--- config.mk ---
export PLATFORM = sky130hd
export DESIGN_NAME = alu_ctrl_decode_stage
export DESIGN_NICKNAME = d
export VERILOG_FILES = /design/src/rtl/alu_ctrl_decode_stage.sv
export SDC_FILE = /design/constraint.sdc
export NUM_CORES = 1
export LEC_CHECK = 0
export BUFFER_PORTS_ARGS = -buffer_cell sky130_fd_sc_hd__clkbuf_2
export CELL_PAD_IN_SITES_DETAIL_PLACEMENT = 1
export CELL_PAD_IN_SITES_GLOBAL_PLACEMENT = 2
export CORE_MARGIN = 3
export CORE_UTILIZATION = 25
export DETAILED_ROUTE_END_ITERATION = 6
export MAX_ROUTING_LAYER = met4
export PLACE_DENSITY = 0.78
export SYNTH_ARGS = -nofsm -noshare
export SYNTH_HDL_FRONTEND = slang
export SYNTH_SLANG_ARGS = --single-unit
--- constraint.sdc ---
create_clock -name clk -period 1.65 [get_ports clk]
set_clock_uncertainty 0.05 [all_clocks]
set_input_delay 0.0825 -clock clk [delete_from_list [all_inputs] [get_ports clk]]
set_output_delay 0.0825 -clock clk [all_outputs]
set_load 0.05 [all_outputs]
--- src/rtl/alu_ctrl_decode_stage.sv ---
`default_nettype none
// ============================================================================
// alu_ctrl_decode_stage : RV32I OP/OP-IMM/LUI/AUIPC decode into ALU controls
// Rev 1.0
// ============================================================================
module alu_ctrl_decode_stage (
  input  logic        clk,
  input  logic        rst_n,
  input  logic        in_valid,
  output logic        in_ready,
  input  logic [31:0] inst,
  input  logic [31:0] pc,
  input  logic [31:0] rs1_data,
  input  logic [31:0] rs2_data,
  input  logic        flush,
  output logic        out_valid,
  input  logic        out_ready,
  output logic [3:0]  alu_sel,
  output logic [31:0] operand1,
  output logic [31:0] operand2,
  output logic [4:0]  rd,
  output logic        reg_we,
  output logic        illegal
);

  localparam logic [3:0] SEL_ADD  = 4'b0000;
  localparam logic [3:0] SEL_PASS = 4'b1111;

  localparam logic [6:0] OPC_OP    = 7'b0110011;
  localparam logic [6:0] OPC_OPIMM = 7'b0010011;
  localparam logic [6:0] OPC_LUI   = 7'b0110111;
  localparam logic [6:0] OPC_AUIPC = 7'b0010111;

  localparam logic [6:0] F7_ZERO = 7'b0000000;
  localparam logic [6:0] F7_ALT  = 7'b0100000;

  logic        r_valid;
  logic [3:0]  r_sel;
  logic [31:0] r_op1;
  logic [31:0] r_op2;
  logic [4:0]  r_rd;
  logic        r_we;
  logic        r_ill;

  logic [6:0]  w_opcode;
  logic [2:0]  w_f3;
  logic [6:0]  w_f7;
  logic [4:0]  w_rd;
  logic [3:0]  w_sel;
  logic [31:0] w_op1;
  logic [31:0] w_op2;
  logic        w_ill;
  logic        w_we;
  logic        w_accept;

  assign w_opcode = inst[6:0];
  assign w_f3     = inst[14:12];
  assign w_f7     = inst[31:25];
  assign w_rd     = inst[11:7];

  always_comb begin
    w_sel = SEL_ADD;
    w_op1 = 32'd0;
    w_op2 = 32'd0;
    w_ill = 1'b1;
    case (w_opcode)
      OPC_OP: begin
        w_sel = {inst[30], w_f3};
        w_op1 = rs1_data;
        w_op2 = rs2_data;
        w_ill = !((w_f7 == F7_ZERO) ||
                  ((w_f7 == F7_ALT) && ((w_f3 == 3'b000) || (w_f3 == 3'b101))));
      end
      OPC_OPIMM: begin
        w_sel = {(w_f3 == 3'b101) ? inst[30] : 1'b0, w_f3};
        w_op1 = rs1_data;
        w_op2 = {{20{inst[31]}}, inst[31:20]};
        case (w_f3)
          3'b001:  w_ill = (w_f7 != F7_ZERO);
          3'b101:  w_ill = !((w_f7 == F7_ZERO) || (w_f7 == F7_ALT));
          default: w_ill = 1'b0;
        endcase
      end
      OPC_LUI: begin
        w_sel = SEL_PASS;
        w_op2 = {inst[31:12], 12'd0};
        w_ill = 1'b0;
      end
      OPC_AUIPC: begin
        w_sel = SEL_ADD;
        w_op1 = pc;
        w_op2 = {inst[31:12], 12'd0};
        w_ill = 1'b0;
      end
      default: w_ill = 1'b1;
    endcase
    // Every illegal encoding presents the same neutral bundle to the ALU.
    if (w_ill) begin
      w_sel = SEL_ADD;
      w_op1 = 32'd0;
      w_op2 = 32'd0;
    end
  end

  assign w_we     = !w_ill && (w_rd != 5'd0);
  assign in_ready = !r_valid || out_ready;
  assign w_accept = in_valid && in_ready;

  always_ff @(posedge clk or negedge rst_n) begin
    if (!rst_n) begin
      r_valid <= 1'b0;
      r_sel   <= 4'd0;
      r_op1   <= 32'd0;
      r_op2   <= 32'd0;
      r_rd    <= 5'd0;
      r_we    <= 1'b0;
      r_ill   <= 1'b0;
    end else if (flush) begin
      r_valid <= 1'b0;
    end else if (w_accept) begin
      r_valid <= 1'b1;
      r_sel   <= w_sel;
      r_op1   <= w_op1;
      r_op2   <= w_op2;
      r_rd    <= w_rd;
      r_we    <= w_we;
      r_ill   <= w_ill;
    end else if (out_ready) begin
      r_valid <= 1'b0;
    end
  end

  assign out_valid = r_valid;
  assign alu_sel   = r_sel;
  assign operand1  = r_op1;
  assign operand2  = r_op2;
  assign rd        = r_rd;
  assign reg_we    = r_we;
  assign illegal   = r_ill;

endmodule
`default_nettype wire

==> summary.md <==
| Metric | Value |
|---|---|
| Status | `finished clean` |
| Initial antenna violation count | `0` |
| Worst min-delay path class | `in -> reg` |
| Max Fclk | `0.6328 GHz` |
| Placed insts | `between 800 and 900` |
| Yosys top cell by area | `dfrtp_1` |
| Clk_lat worst skew | `0.33 ns` |
| # rows | `between 40 and 50` |
| Gp weighted congestion | `0.7870` |
| Final wirelength | `14,820 µm` |
| Setup CP Type | `in -> reg` |
| First-pass iteration count of the detailed router | `6` |
| Total CTS buffers | `9` |
| CTS H-Tree Depth | `3` |
| Crit path time final | `1.580 ns` |
| Grt ovf | `0` |
| Filler cells | `1,885` |
| Unique masters post-synth | `35` |
| Worst EP arrival | `~1.8 ns` |
| Synth top area cells | `dfrtp_1 (48%), a32o_1 (14%), a21oi_1 (6.8%)` |
| Finished Cell Area | `0.005881 mm²` |
| #FFs+latches synth | `76` |
| Worst-path maximum fanout | `12` |
| Final hold vios | `0` |
| Syn_nets | `between 500 and 600` |
| Post-Syn Instances | `406` |
| Top FF cell, synth | `dfrtp_1` |
| Syn Std Cell Area | `0.003986 mm²` |
| Critical-path top delay cell | `or4_4` |
| Placed cell area | `0.005433 mm²` |
| Pleak | `3.011 nW` |
| Pins Over Slew Limit | `0` |
| Final Instance Count excl. Fillers | `840` |
| Nets | `between 700 and 800` |
| Root Driver | `clkbuf_16` |
| Area delta synth->final | `47.52%` |
| DP HPWL | `11,100 µm` |
| Pwr Density | `818.2 mW/mm²` |
| Post-synth EDFFs | `0` |
| Total core area | `0.01543 mm²` |
| Worst-path clk slew | `0.06 ns` |
| CTS tree | `yes` |
| Drt initial violations | `215` |
| Slew HR | `10.05%` |
| Via Count | `4,144` |
| Via density | `4.933` |
| Metal-1 WL | `around 6400 µm` |
| # diodes | `0` |
| DR top layer | `met4` |
| Clk sink count | `76` |
| Worst slew pin tran | `1.342 ns` |
| Worst Path Required | `about 1.9 ns` |
| CTS max path bufs | `2` |
| Drt wl/cell | `~18 µm` |
| Worst Setup Start Kind | `primary input` |
| Pin count of the biggest net entering global routing | `120` |
| Fraction of layout cells with a size suffix above 1 | `around 46%` |
| Max Cap Violations | `0` |
| Die height | `132.3 µm` |
| Async S/R FF share, synth | `100.0%` |
| Initial Util | `25.84%` |
| WL met2 | `about 7400 µm` |
| Die area | `0.01750 mm²` |
| DRC Markers | `0` |
| # IOs | `between 200 and 250` |
| Syn avg cell area | `9.819 µm²` |
| Vias in the first global route | `4,449` |
| WP buf/inv | `2` |
| Met3 wire length | `759 µm` |
| PortBufs | `roughly 210` |
| Delay-heaviest family, CP | `simple AND/OR/NAND/NOR gates` |
| Final setup vio count | `0` |
| Die width | `132.3 µm` |
| Worst IR Drop VDD | `0.4607 mV` |
| Yosys warnings | `0` |
| Top-area cell type share of the netlist area | `47.71%` |
| Gr usage total | `17.01%` |
| Unrepaired setup endpoints after global routing | `true` |
| Critical path capture point type | `flop` |
| Largest stage delay, worst path | `0.57 ns` |
| Antenna viol nets, final | `0` |
| Worst path cell trace | `clkbuf_2 > or4_4 > o41ai_2 > or2_2 > buf_4 > a32o_1` |
| Final worst path period share | `95.78%` |
| Sequential share of the synthesized area | `a little under half` |
| First-pass GRT wire length | `23,170 µm` |
==> placed cells by master (no fill, tap or decap), drive strengths merged, types with 2 or more instances in the layout <==
| master | count |
|---|---|
| inv | 3 |
| a32o | 56 |
| or2 | 2 |
| or4 | 2 |
| o41ai | 13 |
| a21oi | 54 |
| dfrtp | 76 |
| mux2i | 12 |
| a211oi | 2 |
| clkbuf | 219 |
| nor2 | 33 |
| buf | 36 |
| nor3 | 2 |
| nor2b | 4 |
| o21ai | 20 |
| nand2 | 65 |
| clkinv | 3 |
| o31ai | 2 |
| mux2 | 6 |
| dlygate4sd3 | 8 |
==> worst paths after layout <==
check | endpoint | slack [ns] | cells after the start | start
max | operand2[21] | 0.07 | 6 | inst[25]
min | operand2[4] | 0.07 | 3 | rs2_data[4]
max reg2reg | operand1[17] | 0.08 | 5 | out_valid
min reg2reg | operand1[31] | 0.44 | 1 | operand1[31]
max in group asynchronous | operand1[25] | 0.72 | 3 | rst_n
min in group asynchronous | operand2[6] | 0.21 | 2 | rst_n
==> through the flow <==
step | utilization, % | setup slack (ns) | hold slack, ns | setup TNS, ns | power (mW)
2_1_floorplan | - | -0.09116 | -0.2631 | -2.863 | 2.412
3_3_place_gp | 35.21 | -0.1837 | 0.04211 | -11.40 | 2.783
3_5_place_dp | 35.21 | -0.2989 | 0.04915 | -14.85 | 2.802
4_1_cts | 37.80 | 0.01782 | 0.04940 | 0 | 4.878
5_1_grt | 38.12 | -0.01959 | 0.08078 | -0.1478 | 5.053
6_report | 38.12 | 0.06969 | 0.06953 | 0 | 4.811
==> cells by family (layout without fill, tap and decap cells) <==
family,Yosys count,after routing,synth area share [%]
flip-flops,76,76,47.71
multiplexers,18,18,4.708
buffers and inverters,48,271,5.743
XOR/XNOR,1,1,0.2198
AND/OR/NAND/NOR,115,115,12.46
AO/OA/AOI/OAI,148,148,29.16
==> Yosys cell counts (2+ instances only) <==
master and count:
clkbuf_1 29, a211oi_1 2, o41ai_2 10, buf_4 10, buf_2 3, o41ai_1 3, a21oi_1 54, nand2_1 65
inv_1 3, o21ai_0 20, mux2_2 6, nor2_1 33, nor3_1 2, dfrtp_1 76, mux2i_1 12, nor2b_1 4
a32o_1 56
==> worst register-to-register path, stage by stage (launching register included) <==
cell and delay, ns:
dfrtp_2 0.42, nand2b_4 0.08, nand3b_1 0.15, and4b_2 0.43
buf_12 0.19, a32o_1 0.19
==> report_power, final <==
| part | total [mW] | leakage, nW | internal (mW) | switching (mW) |
|---|---|---|---|---|
| Sequential | 1.93 | 1.04 | 1.91 | 0.0227 |
| Clock | 2.02 | 0.149 | 1.25 | 0.774 |
| Combinational | 0.859 | 1.82 | 0.328 | 0.531 |
| Total | 4.81 | 3.01 | 3.48 | 1.33 |
==> routing by layer <==
layer | global-route usage, % | up-vias
li1 | - | 1954
met1 | 19.89 | 2047
met2 | 29.05 | 128
met3 | 3.779 | 15
met4 | 5.716 | 0
met5 | - | -
==> what timing repair did <==
action                     4_1_cts  5_1_grt
hold endpoints to repair        44        0
pin swaps                        1        3
setup endpoints to repair        1       63
hold buffers                     8        0
gates resized for setup          1        7
buffers inserted                 1        1
gates cloned                     0        0
==> state kept, by name (all words and copies together) (netlist names) <==
signal     count
rd             5
illegal        1
reg_we         1
operand1      32
operand2      32
alu_sel        4
out_valid      1
==> layout make-up <==
cell class                      count  area, µm²  area share (%)
Tap cell                          211      264.0           4.489
Timing Repair Buffer              251       1489           25.32
Sequential cell                    76       1903           32.36
Multi-Input combinational cell    282       1906           32.40
Inverter                            4      15.01          0.2553
Clock buffer                       12      256.5           4.362
Clock inverter                      4      47.55          0.8085
Power figures use the tool's default switching activity.
